### src/rtl/tsu0_pkg.sv
// rtl/tsu0_pkg.sv - shared widths and opcode encodings for the tsu0 core
package tsu0_pkg;

  localparam int ADDR_SIZE = 12;
  localparam int WORD_SIZE = 16;

  typedef enum logic [3:0] {
    OP_NOP   = 4'h0,
    OP_LOAD  = 4'h1,
    OP_STORE = 4'h2,
    OP_ADD   = 4'h3,
    OP_SUB   = 4'h4,
    OP_AND   = 4'h5,
    OP_OR    = 4'h6,
    OP_HALT  = 4'h7,
    OP_JMP   = 4'h8,
    OP_JZ    = 4'h9
  } opcode_t;

  // Opcode lives in the top nibble of an instruction word.
  function automatic opcode_t opcode_of(input logic [WORD_SIZE-1:0] word);
    return opcode_t'(word[WORD_SIZE-1 -: 4]);
  endfunction

endpackage

### src/rtl/sync_fifo.sv
// rtl/sync_fifo.sv - power-of-two synchronous FIFO with flush and occupancy count
module sync_fifo #(
  parameter int WIDTH = 28,
  parameter int DEPTH = 4
) (
  input  logic                     clk,
  input  logic                     rst,
  input  logic                     flush,
  input  logic                     push,
  input  logic [WIDTH-1:0]         push_data,
  input  logic                     pop,
  output logic [WIDTH-1:0]         head_data,
  output logic [$clog2(DEPTH):0]   count,
  output logic                     full,
  output logic                     empty
);

  localparam int PW = $clog2(DEPTH);

  logic [WIDTH-1:0] mem_q [DEPTH];
  logic [WIDTH-1:0] mem_d [DEPTH];
  logic [PW-1:0]    wr_ptr_q, wr_ptr_d;
  logic [PW-1:0]    rd_ptr_q, rd_ptr_d;
  logic [PW:0]      count_q, count_d;
  logic             do_push, do_pop;

  assign count     = count_q;
  assign full      = (count_q == (PW+1)'(DEPTH));
  assign empty     = (count_q == '0);
  assign head_data = mem_q[rd_ptr_q];

  always_comb begin
    do_pop   = pop & ~empty;
    // A pop in the same cycle frees the slot the push needs.
    do_push  = push & (~full | do_pop);
    mem_d    = mem_q;
    wr_ptr_d = wr_ptr_q;
    rd_ptr_d = rd_ptr_q;
    count_d  = count_q;
    if (flush) begin
      wr_ptr_d = '0;
      rd_ptr_d = '0;
      count_d  = '0;
    end else begin
      if (do_push) begin
        mem_d[wr_ptr_q] = push_data;
        wr_ptr_d        = wr_ptr_q + PW'(1);
      end
      if (do_pop) begin
        rd_ptr_d = rd_ptr_q + PW'(1);
      end
      count_d = count_q + (PW+1)'(do_push) - (PW+1)'(do_pop);
    end
  end

  always_ff @(posedge clk) begin
    if (rst) begin
      wr_ptr_q <= '0;
      rd_ptr_q <= '0;
      count_q  <= '0;
    end else begin
      wr_ptr_q <= wr_ptr_d;
      rd_ptr_q <= rd_ptr_d;
      count_q  <= count_d;
    end
  end

  always_ff @(posedge clk) begin
    mem_q <= mem_d;
  end

endmodule

### src/rtl/fetch_queue.sv
// rtl/fetch_queue.sv - credit-based instruction prefetch queue with redirect flush
module fetch_queue #(
  parameter int                  ADDR_SIZE = tsu0_pkg::ADDR_SIZE,
  parameter int                  WORD_SIZE = tsu0_pkg::WORD_SIZE,
  parameter int                  DEPTH     = 4,
  parameter logic [ADDR_SIZE-1:0] RESET_PC = '0
) (
  input  logic                 sysclk,
  input  logic                 rst,
  output logic                 rom_en,
  output logic [ADDR_SIZE-1:0] rom_addr,
  input  logic [WORD_SIZE-1:0] rom_data,
  input  logic                 redirect,
  input  logic [ADDR_SIZE-1:0] redirect_addr,
  output logic                 ir_valid,
  output logic [WORD_SIZE-1:0] ir_data,
  output logic [ADDR_SIZE-1:0] ir_pc,
  input  logic                 ir_ready
);

  localparam int CW = $clog2(DEPTH) + 1;
  localparam int EW = ADDR_SIZE + WORD_SIZE;

  logic [ADDR_SIZE-1:0] fetch_pc_q, fetch_pc_d;
  logic [ADDR_SIZE-1:0] tag_q, tag_d;
  logic                 inflight_q, inflight_d;
  logic [CW-1:0]        count;
  logic                 full, empty;
  logic [EW-1:0]        head;
  logic                 pop, push, issue, has_credit;

  always_comb begin
    pop        = ~empty & ir_ready & ~redirect;
    // Every queued entry plus the outstanding read holds a slot.
    has_credit = ~full & (({1'b0, count} + {{CW{1'b0}}, inflight_q}) < (CW+1)'(DEPTH));
    issue      = ~rst & ~redirect & (has_credit | pop);
    push       = inflight_q & ~redirect;
    inflight_d = issue;
    tag_d      = tag_q;
    fetch_pc_d = fetch_pc_q;
    if (redirect) begin
      fetch_pc_d = redirect_addr;
    end else if (issue) begin
      fetch_pc_d = fetch_pc_q + ADDR_SIZE'(1);
      tag_d      = fetch_pc_q;
    end
  end

  always_ff @(posedge sysclk) begin
    if (rst) begin
      fetch_pc_q <= RESET_PC;
      tag_q      <= '0;
      inflight_q <= 1'b0;
    end else begin
      fetch_pc_q <= fetch_pc_d;
      tag_q      <= tag_d;
      inflight_q <= inflight_d;
    end
  end

  sync_fifo #(
    .WIDTH (EW),
    .DEPTH (DEPTH)
  ) u_fifo (
    .clk       (sysclk),
    .rst       (rst),
    .flush     (redirect),
    .push      (push),
    .push_data ({tag_q, rom_data}),
    .pop       (pop),
    .head_data (head),
    .count     (count),
    .full      (full),
    .empty     (empty)
  );

  assign rom_en           = issue;
  assign rom_addr         = fetch_pc_q;
  assign ir_valid         = ~empty;
  assign {ir_pc, ir_data} = head;

endmodule

### config.mk
export PLATFORM = sky130hd
export DESIGN_NAME = fetch_queue
export DESIGN_NICKNAME = d
export VERILOG_FILES = /design/src/rtl/tsu0_pkg.sv /design/src/rtl/sync_fifo.sv /design/src/rtl/fetch_queue.sv
export SDC_FILE = /design/constraint.sdc
export NUM_CORES = 1
export LEC_CHECK = 0
export CORE_UTILIZATION = 40
export DETAILED_ROUTE_END_ITERATION = 8
export PLACE_DENSITY_LB_ADDON = 0.25
export SYNTH_ARGS = -nofsm -noshare
export SYNTH_HDL_FRONTEND = slang
export SYNTH_SLANG_ARGS = --single-unit
### constraint.sdc
create_clock -name sysclk -period 3.1 [get_ports sysclk]
set_clock_uncertainty 0.1 [all_clocks]
set_input_delay 0.465 -clock sysclk [delete_from_list [all_inputs] [get_ports sysclk]]
set_output_delay 0.465 -clock sysclk [all_outputs]
set_load 0.02 [all_outputs]
==> out/metrics.csv, run 1 <==
metric,value,unit
worst-margin pin slew,0.4457,ns
vias in the first global route,3067,
CP bufs+invs,1,
Die Area,14560,um^2
placed cells,576,
Final Non-Filler Cells,607,
initial antenna violation count,0,
Remaining DRCs,0,
First-pass DRT Iterations,4,
async set-or-reset flop fraction in the synthesized netlist,0,%
H-tree levels,4,
Slew Limit Fails,0,
Vias per Instance,5.043,
port buffer count,73,
CTS buffer count,17,
post-route cell area,7262,um^2
Final WS setup,0.1662,ns
core area,13510,um^2
"FF+latch count, synth",144,
top_reg_cell synth,edfxtp_1,
Register Area,4005,um^2
crit path from,u_fifo.count[1],
multi-input combinational cell area,1510,um^2
total gr overflow,0,
Clock Sinks,144,
cts hold-fix bufs,0,
WS Path Type,reg2out,
layout overhead on the synthesized area,28.92,%
row cnt,42,
syn_nets,369,
post-synthesis sequential area ratio,71.08,%
HP Class,reg2reg,
crit path launch type,flip-flop,
CTS resizes,0,
"antenna viol nets, final",0,
Leakage,2.461,nW
Total Nets Final,459,
DRT iter0 DRCs,236,
global-route wire length before repair,15.57,mm
vias,3061,
io pins,74,
final setup vio count,0,
Post-synth EDFFs,112,
Initial Util,41.71,%
final hold violation count,0,
die height,120.7,um
CP Data Arrival Time,2.37,ns
relative slew slack,70.29,%
Post CTS Setup Buffer Count,0,
synth warn,0,
setup TNS,0,ns
share of layout cells above drive strength 1,17.87,%
Fmax,340.9,MHz
Crit-path slowest cell,clkdlybuf4s50_1,
largest net degree at the start of global routing,29,
TritonCTS clock tree,built,
Synth Instances,329,
Pwr Density,625.4,nW/um^2
CP max FO,9,
DP Wirelength,6.143,mm
ant diodes,0,
detailed-route wire length,10.06,mm
Netlist cell types,37,
Worst-path clk slew,0.06,ns
Die W,120.7,um
Crit. End Element,output pin,
Placed Area,6621,um^2
Mapped Area,5633,um^2
routability cong.,0.8108,
Crit path max-delay family,buffers and inverters,
status,finished clean,
overall routing resource usage,14.47,%
Critical Path RT,2.53,ns
mean area per synthesized cell,17.12,um^2
fill cell count,1092,
sequence of cells on the critical path,"ha_1, nand3b_1, o221a_2, nor2_2, clkdlybuf4s50_1",
Max VDD drop,420.5,uV
clock latency on the worst-skew pair,0.40,ns
root buf cell,clkbuf_16,
max-cap violation count,0,
crit path time final,2.934,ns
clock buffer depth,2,
period utilization,94.64,%
"slowest stage delay, CP",0.62,ns
pre-CTS WS,0.4222,ns
routed wire length per instance,16.57,um
R2R Path Start,u_fifo.count[2],
RSZ-0062 raised after global routing,no,
hold path start,rom_addr[11],
cells in the mapped netlist (all sizes together) (2+ instances only):
cell    instances  area share [%]
buf             6            0.64
mux4           28              11
dfxtp          32              11
nor4            2            0.76
xnor2           8             1.2
edfxtp        112              60
nor3            4            0.36
clkbuf          8            0.53
nand3           2            0.18
nand2          19             1.3
o21ai          12             1.1
or3             2            0.22
nand3b          3            0.40
xor2            7             1.1
mux2i           4            0.71
a21oi           8            0.71
ha              7             1.6
o21a            8             1.1
nor2           13            0.91
inv            14            0.93
nand2b         11             1.2
and2            4            0.44
nand4           4            0.44
flip-flops by register name, summed over array words and instances, names as in the netlist:
register	cells
u_fifo.wr_ptr_q	2
inflight_q	1
u_fifo.count	3
u_fifo.rd_ptr_q	2
u_fifo.mem_q	112
rom_addr	12
tag_q	12
cell usage in the layout (no fill, tap or decap), drive strengths merged, types with 3 or more instances in the layout:
cell type	count
mux2i	4
ha	7
a21oi	8
dfxtp	32
and2	4
xnor2	8
o21a	8
mux4	28
inv	16
nand4	4
clkinvlp	3
o21ai	12
buf	12
nand3b	3
bufinv	5
xor2	7
nand2	19
nor3	4
edfxtp	112
nor2	13
nand2b	11
clkbuf	19
clkdlybuf4s50	73
layer usage:
layer / global-route usage [%] / up-vias / wire length (um)
met1: 18.25 / 1528 / 4557
met3: 4.151 / 8 / 464
met5: 0 / - / 0
li1: - / 1436 / -
met2: 23.71 / 89 / 4941
met4: 5.401 / 0 / 96
power breakdown:
part,internal [mW],switching [mW]
sequential,2.11,0.0334
combinational,0.116,0.104
clock,1.43,0.744
area by class of cell:
class	instances	share of cell area, %
sequential	144	55.15
multi-input combinational	157	20.80
timing repair buffer	85	11.47
clock buffer	19	5.961
tap	176	3.032
clock inverter	12	2.860
inverter	14	0.7236
per-stage QoR:
step / total power, mW / util (%) / hold WS (ns)
global route: 4.683 / 53.77 / 0.4228
global placement: 2.402 / 49.03 / 0.3797
CTS: 4.585 / 53.77 / 0.4060
finish: 4.542 / 53.77 / 0.4001
detailed placement: 2.408 / 49.03 / 0.3937
floorplan: 2.285 / - / 0.3594
worst paths after layout:
path | to | slack, ns | cells after the start
hold reg to reg | tag_q[11] | 0.40 | 2
setup reg to reg | u_fifo.count[1] | 0.92 | 8
hold / removal | tag_q[11] | 0.40 | 2
setup / recovery | rom_en | 0.17 | 5
worst reg2reg max path: stages (launching register included):
cell,delay (ns)
dfxtp_1,0.44
inv_1,0.07
o41ai_1,0.41
buf_4,0.20
nor2_1,0.08
ha_1,0.23
inv_1,0.07
fa_1,0.41
nor2_1,0.11
kinds of logic (layout without fill, tap and decap cells):
logic type | Yosys count | in the layout | synth area share, %
xor+xnor | 15 | 15 | 2.332
fa+ha+maj | 8 | 8 | 1.910
compound gates | 33 | 33 | 3.754
flops | 144 | 144 | 71.08
buf+inv | 28 | 130 | 2.110
simple gates | 68 | 68 | 6.708
mux | 33 | 33 | 12.11
No activity file was read; power rests on OpenSTA's default activity.
==> run 2: changes to the inputs <==
--- a/config.mk
+++ b/config.mk
@@ -8,6 +8,7 @@
 export CORE_UTILIZATION = 40
 export DETAILED_ROUTE_END_ITERATION = 8
 export PLACE_DENSITY_LB_ADDON = 0.25
+export SETUP_SLACK_MARGIN = 0.2
 export SYNTH_ARGS = -nofsm -noshare
 export SYNTH_HDL_FRONTEND = slang
 export SYNTH_SLANG_ARGS = --single-unit
==> run 2 against run 1 <==
  * Worst setup slack better by 0.18 ns
  * Sequential cell count stayed put
  * Sequential share of layout area hardly changed
  * Utilization about the same
  * Global-route usage unchanged
  * Cell count did not move
  * Clock power about the same
  * Sequential power barely moved
  * Critical path type unchanged
==> out/metrics.csv, run 2 (synthesis gave the netlist of run 1 again) <==
metric,value,unit,change
Die W,120.7,um,unchanged
Initial Util,41.71,%,unchanged
Leakage,2.464,nW,+0.14%
cts hold-fix bufs,0,,unchanged
First-pass DRT Iterations,5,,+1
WS Path Type,reg2out,,
relative slew slack,70.40,%,+0.11 points
port buffer count,73,,unchanged
CTS buffer count,17,,unchanged
Worst-path clk slew,0.06,ns,about the same
Critical Path RT,2.53,ns,about the same
final hold violation count,0,,unchanged
period utilization,88.77,%,-5.9 points
total gr overflow,0,,unchanged
CTS resizes,2,,+2
crit path launch type,flip-flop,,
clock buffer depth,2,,unchanged
share of layout cells above drive strength 1,17.87,%,unchanged
Pwr Density,625.0,nW/um^2,about the same
post-route cell area,7263,um^2,about the same
overall routing resource usage,14.47,%,unchanged
root buf cell,clkbuf_16,,
largest net degree at the start of global routing,29,,unchanged
vias,3056,,-0.16%
detailed-route wire length,10.06,mm,about the same
DP Wirelength,6.143,mm,unchanged
sequence of cells on the critical path,"buf_12, mux4_2, clkdlybuf4s50_1",,
Top reg by flops,u_fifo.mem_q,,
status,finished clean,,
max-cap violation count,0,,unchanged
"antenna viol nets, final",0,,unchanged
die height,120.7,um,unchanged
vias in the first global route,3067,,unchanged
row cnt,42,,unchanged
Slew Limit Fails,0,,unchanged
Remaining DRCs,0,,unchanged
DRT iter0 DRCs,236,,unchanged
final setup vio count,0,,unchanged
io pins,74,,unchanged
global-route wire length before repair,15.57,mm,unchanged
Crit. End Element,output pin,,
core area,13510,um^2,unchanged
Placed Area,6621,um^2,unchanged
HP Class,reg2reg,,
number of flip-flops in the largest register,112,,unchanged
initial antenna violation count,0,,unchanged
H-tree levels,4,,unchanged
CP max FO,15,,+6
"slowest stage delay, CP",0.56,ns,-0.06 ns
Total Nets Final,459,,unchanged
Power Total,4.540,mW,about the same
setup TNS,0,ns,unchanged
routability cong.,0.8108,,unchanged
Crit-path slowest cell,clkdlybuf4s50_1,,
Clock Sinks,144,,unchanged
Fmax,363.4,MHz,+6.6%
routed wire length per instance,16.57,um,about the same
Vias per Instance,5.035,,-0.16%
CP Data Arrival Time,2.19,ns,-0.18 ns
TritonCTS clock tree,built,,
clock latency on the worst-skew pair,0.40,ns,about the same
layout overhead on the synthesized area,28.94,%,about the same
ant diodes,0,,unchanged
Die Area,14560,um^2,unchanged
"most common cell after layout, fill and taps aside",edfxtp_1,,
Max VDD drop,420.3,uV,about the same
RSZ-0062 raised after global routing,no,,
Post CTS Setup Buffer Count,0,,unchanged
crit path time final,2.752,ns,-0.1819 ns
worst-margin pin slew,0.4440,ns,-0.001624 ns
"commonest non-fill, non-tap cells in the layout","edfxtp_1, clkdlybuf4s50_1, dfxtp_1",,
[run 2: report_power, final]
group | total, mW | internal, mW | switching [mW]
Sequential | 2.15 | 2.11 | 0.0333
Combinational | 0.220 | 0.116 | 0.104
Clock | 2.17 | 1.43 | 0.743
[run 2: cell type report]
type | instances | area (um^2)
clock inverter | 12 | 207.7
timing repair buffer | 85 | 832.0
multi-input combinational | 157 | 1510
inverter | 14 | 52.55
fill | 1090 | 6242
tap | 176 | 220.2
sequential | 144 | 4008
clock buffer | 19 | 432.9
[run 2: worst max-delay path: cells and delay by family (launching register included)]
kind	cells	cell delay, ns
buf+inv	2	0.78
flops	1	0.47
mux	1	0.54
[run 2: path summary, 6_finish.rpt]
check / from / endpoint / slack [ns] / cells past startpoint
setup / recovery: u_fifo.rd_ptr_q[0] / ir_pc[6] / 0.35 / 3
hold / removal: rom_addr[11] / tag_q[11] / 0.40 / 2
setup reg to reg: u_fifo.count[2] / u_fifo.count[1] / 0.92 / 8
hold reg to reg: rom_addr[11] / tag_q[11] / 0.40 / 2
[run 2: metal layers]
| metal | up-vias | wire length (um) | track usage (%) |
|---|---|---|---|
| met5 | - | 0 | 0 |
| met4 | 0 | 94 | 5.401 |
| met3 | 7 | 494 | 4.151 |
| met2 | 90 | 4955 | 23.71 |
| met1 | 1524 | 4515 | 18.25 |
| li1 | 1435 | - | - |
[run 2: per-stage QoR]
step | utilization (%) | setup slack [ns] | hold WS [ns] | std cells
floorplan | - | 0.8752 | 0.3594 | 329
global placement | 49.03 | 0.4714 | 0.3797 | 576
detailed placement | 49.03 | 0.4222 | 0.3937 | 576
CTS | 53.78 | 0.2893 | 0.4060 | 607
global route | 53.78 | 0.2399 | 0.4228 | 607
finish | 53.78 | 0.3481 | 0.3999 | 607
==> edit (config.mk and constraints of run 1) <==
Set the package constant `WORD_SIZE` to 8 (it was 16).
--- a/src/rtl/tsu0_pkg.sv
+++ b/src/rtl/tsu0_pkg.sv
@@ -2,7 +2,7 @@
 package tsu0_pkg;
 
   localparam int ADDR_SIZE = 12;
-  localparam int WORD_SIZE = 16;
+  localparam int WORD_SIZE = 8;
 
   typedef enum logic [3:0] {
     OP_NOP   = 4'h0,
Ports: changed (resized ir_data and rom_data); port bits go from 74 to 58. The function was not compared with the original's and may differ.
==> edit against run 1 <==
  * Synthesized area decreased by 20%
  * Die area is 20% lower
  * Wire length is 25% lower
  * Total power shrank 40%
  * Cell area decreased by 25%
  * Combinational power shrank 15%
  * Synthesized cell count down 12%
  * Hold slack better by 0.0075 ns
  * Sequential cell count down 32
  * Register-to-register slack gained 0.05 ns
  * Setup slack improved by 0.16 ns
  * Largest power group is now sequential cells
==> edit: results (changes against run 1) <==
Run status:
- The flow ran to the end, and the final reports show no timing, DRC or antenna violations.

Global routing:
- The number of global-route vias before repair is 2571 (-16%).
- The first-pass GRT wire length came to 12.5 mm (-20%).
- The maximum number of pins on one net before global-route repair came to 25 (-14%).
- The met2 demand-to-capacity share in global routing is 24.1% (+0.38 points).
- The global routing usage summed across all routing layers was 14.3% (-0.18 points).
- The met1 global-route usage is 18.3% (+0.076 points).

Worst setup path:
- The worst-case register-to-register setup slack came to 0.97 ns (+0.05 ns).
- The critical register-to-register path endpoint is u_fifo.count[2]$_SDFF_PP0_.
- The peak fanout along the critical path is 6 (-3).

STA:
- The timing-limited maximum frequency is 360 MHz (+5.7%).
- The actual transition at the worst max-transition pin was 0.521 ns (+0.0752 ns).

Routing:
- The total vias in the final route is 2445 (-20%).
- The post-detailed-route wirelength per cell is 15.2 µm (-8.6%).
- The iteration-0 DRC count of the detailed router is 98 (-58%).

Pwr:
- The leakage power of the design is 1.87 nW (-24%).
- The worst ir drop on vdd is 0.261 mV (-38%).
- The switching power came to 0.595 mW (-33%).

Placement:
- The number of buffer cells added on primary ports was 57 (-22%).
- The detailed placer's ending HPWL came to 4.92 mm (-20%).

Clocking:
- The clock-pin slew of the registers on the worst-case setup and hold paths is 0.10 ns (+0.04 ns).
- The master cell of the clock root buffer is sky130_fd_sc_hd__clkbuf_8.
- The CTS buffer count is 9 (-8).

Layout:
- The final cell count without fillers came to 500 (-18%).
- The number of flip-flops in the largest register is 80 (-29%).
- The total number of nets in the final design came to 387 (-16%).
- The proportion of layout cells with a drive suffix above 1 came to 14.4% (-3.4 points).

Logic synthesis:
- In the post-synthesis netlist, the biggest area contributors are sky130_fd_sc_hd__edfxtp_1 (54%), sky130_fd_sc_hd__dfxtp_1 (14%), sky130_fd_sc_hd__mux4_2 (10%).
- The synthesized netlist net count was 320 (-13%).
- The count of cell types in the netlist is 36 (-2.7%).
- The share of flip-flops with an asynchronous set or reset is 0% (unchanged).
- The number of flops mapped to enable cells by yosys is 80 (-29%).
- Counting instances in the post-synthesis netlist gives the leading cell types as sky130_fd_sc_hd__edfxtp_1 (80), sky130_fd_sc_hd__dfxtp_1 (32), sky130_fd_sc_hd__mux4_2 (20).
- The proportion of netlist area held by the largest area contributor came to 53.6% (-6.1 points).

Hold path:
- The hold path startpoint is tag_q[11]$_SDFFE_PP0P_.
edit: metal layers:
layer	routed length [µm]	vias up
met5	0	-
met4	77	0
met2	3580	61
met3	319	10
li1	-	1198
met1	3600	1176
edit: power groups by stage:
stage	registers [mW]	clock network (mW)	logic, mW
after floorplan	1.70	0	0.0856
after global placement	1.70	0	0.186
after detailed placement	1.70	0	0.189
after CTS	1.66	0.892	0.191
after global routing	1.67	0.933	0.205
final	1.66	0.857	0.188
edit: logic make-up after synthesis:
logic type / share of synthesized area (%)
flip-flops: 67.9
AND/OR/NAND/NOR: 8.04
AO/OA/AOI/OAI: 4.72
buffers and inverters: 2.65
multiplexers: 11.2
XOR/XNOR: 3.13
adder cells (fa/ha/maj): 2.40
edit: worst min-delay path by stage:
| stage | to | slack [ns] | depth (start not counted) |
|---|---|---|---|
| final | u_fifo.mem_q[79]$_DFFE_PP_ | 0.41 | 0 |
| after global routing | u_fifo.mem_q[9]$_DFFE_PP_ | 0.43 | 0 |
| after CTS | u_fifo.mem_q[79]$_DFFE_PP_ | 0.41 | 0 |
| after detailed placement | u_fifo.mem_q[39]$_DFFE_PP_ | 0.40 | 0 |
| after global placement | u_fifo.mem_q[34]$_DFFE_PP_ | 0.38 | 0 |
| after floorplan | u_fifo.mem_q[28]$_DFFE_PP_ | 0.36 | 0 |
edit: layout make-up:
class / instances / area [µm²]
clock buffer: 9 / 124
tap: 140 / 175
inverter: 15 / 56.3
multi-input combinational: 148 / 1320
fill: 952 / 5420
clock inverter: 7 / 77.6
sequential: 112 / 3040
timing repair buffer: 69 / 673
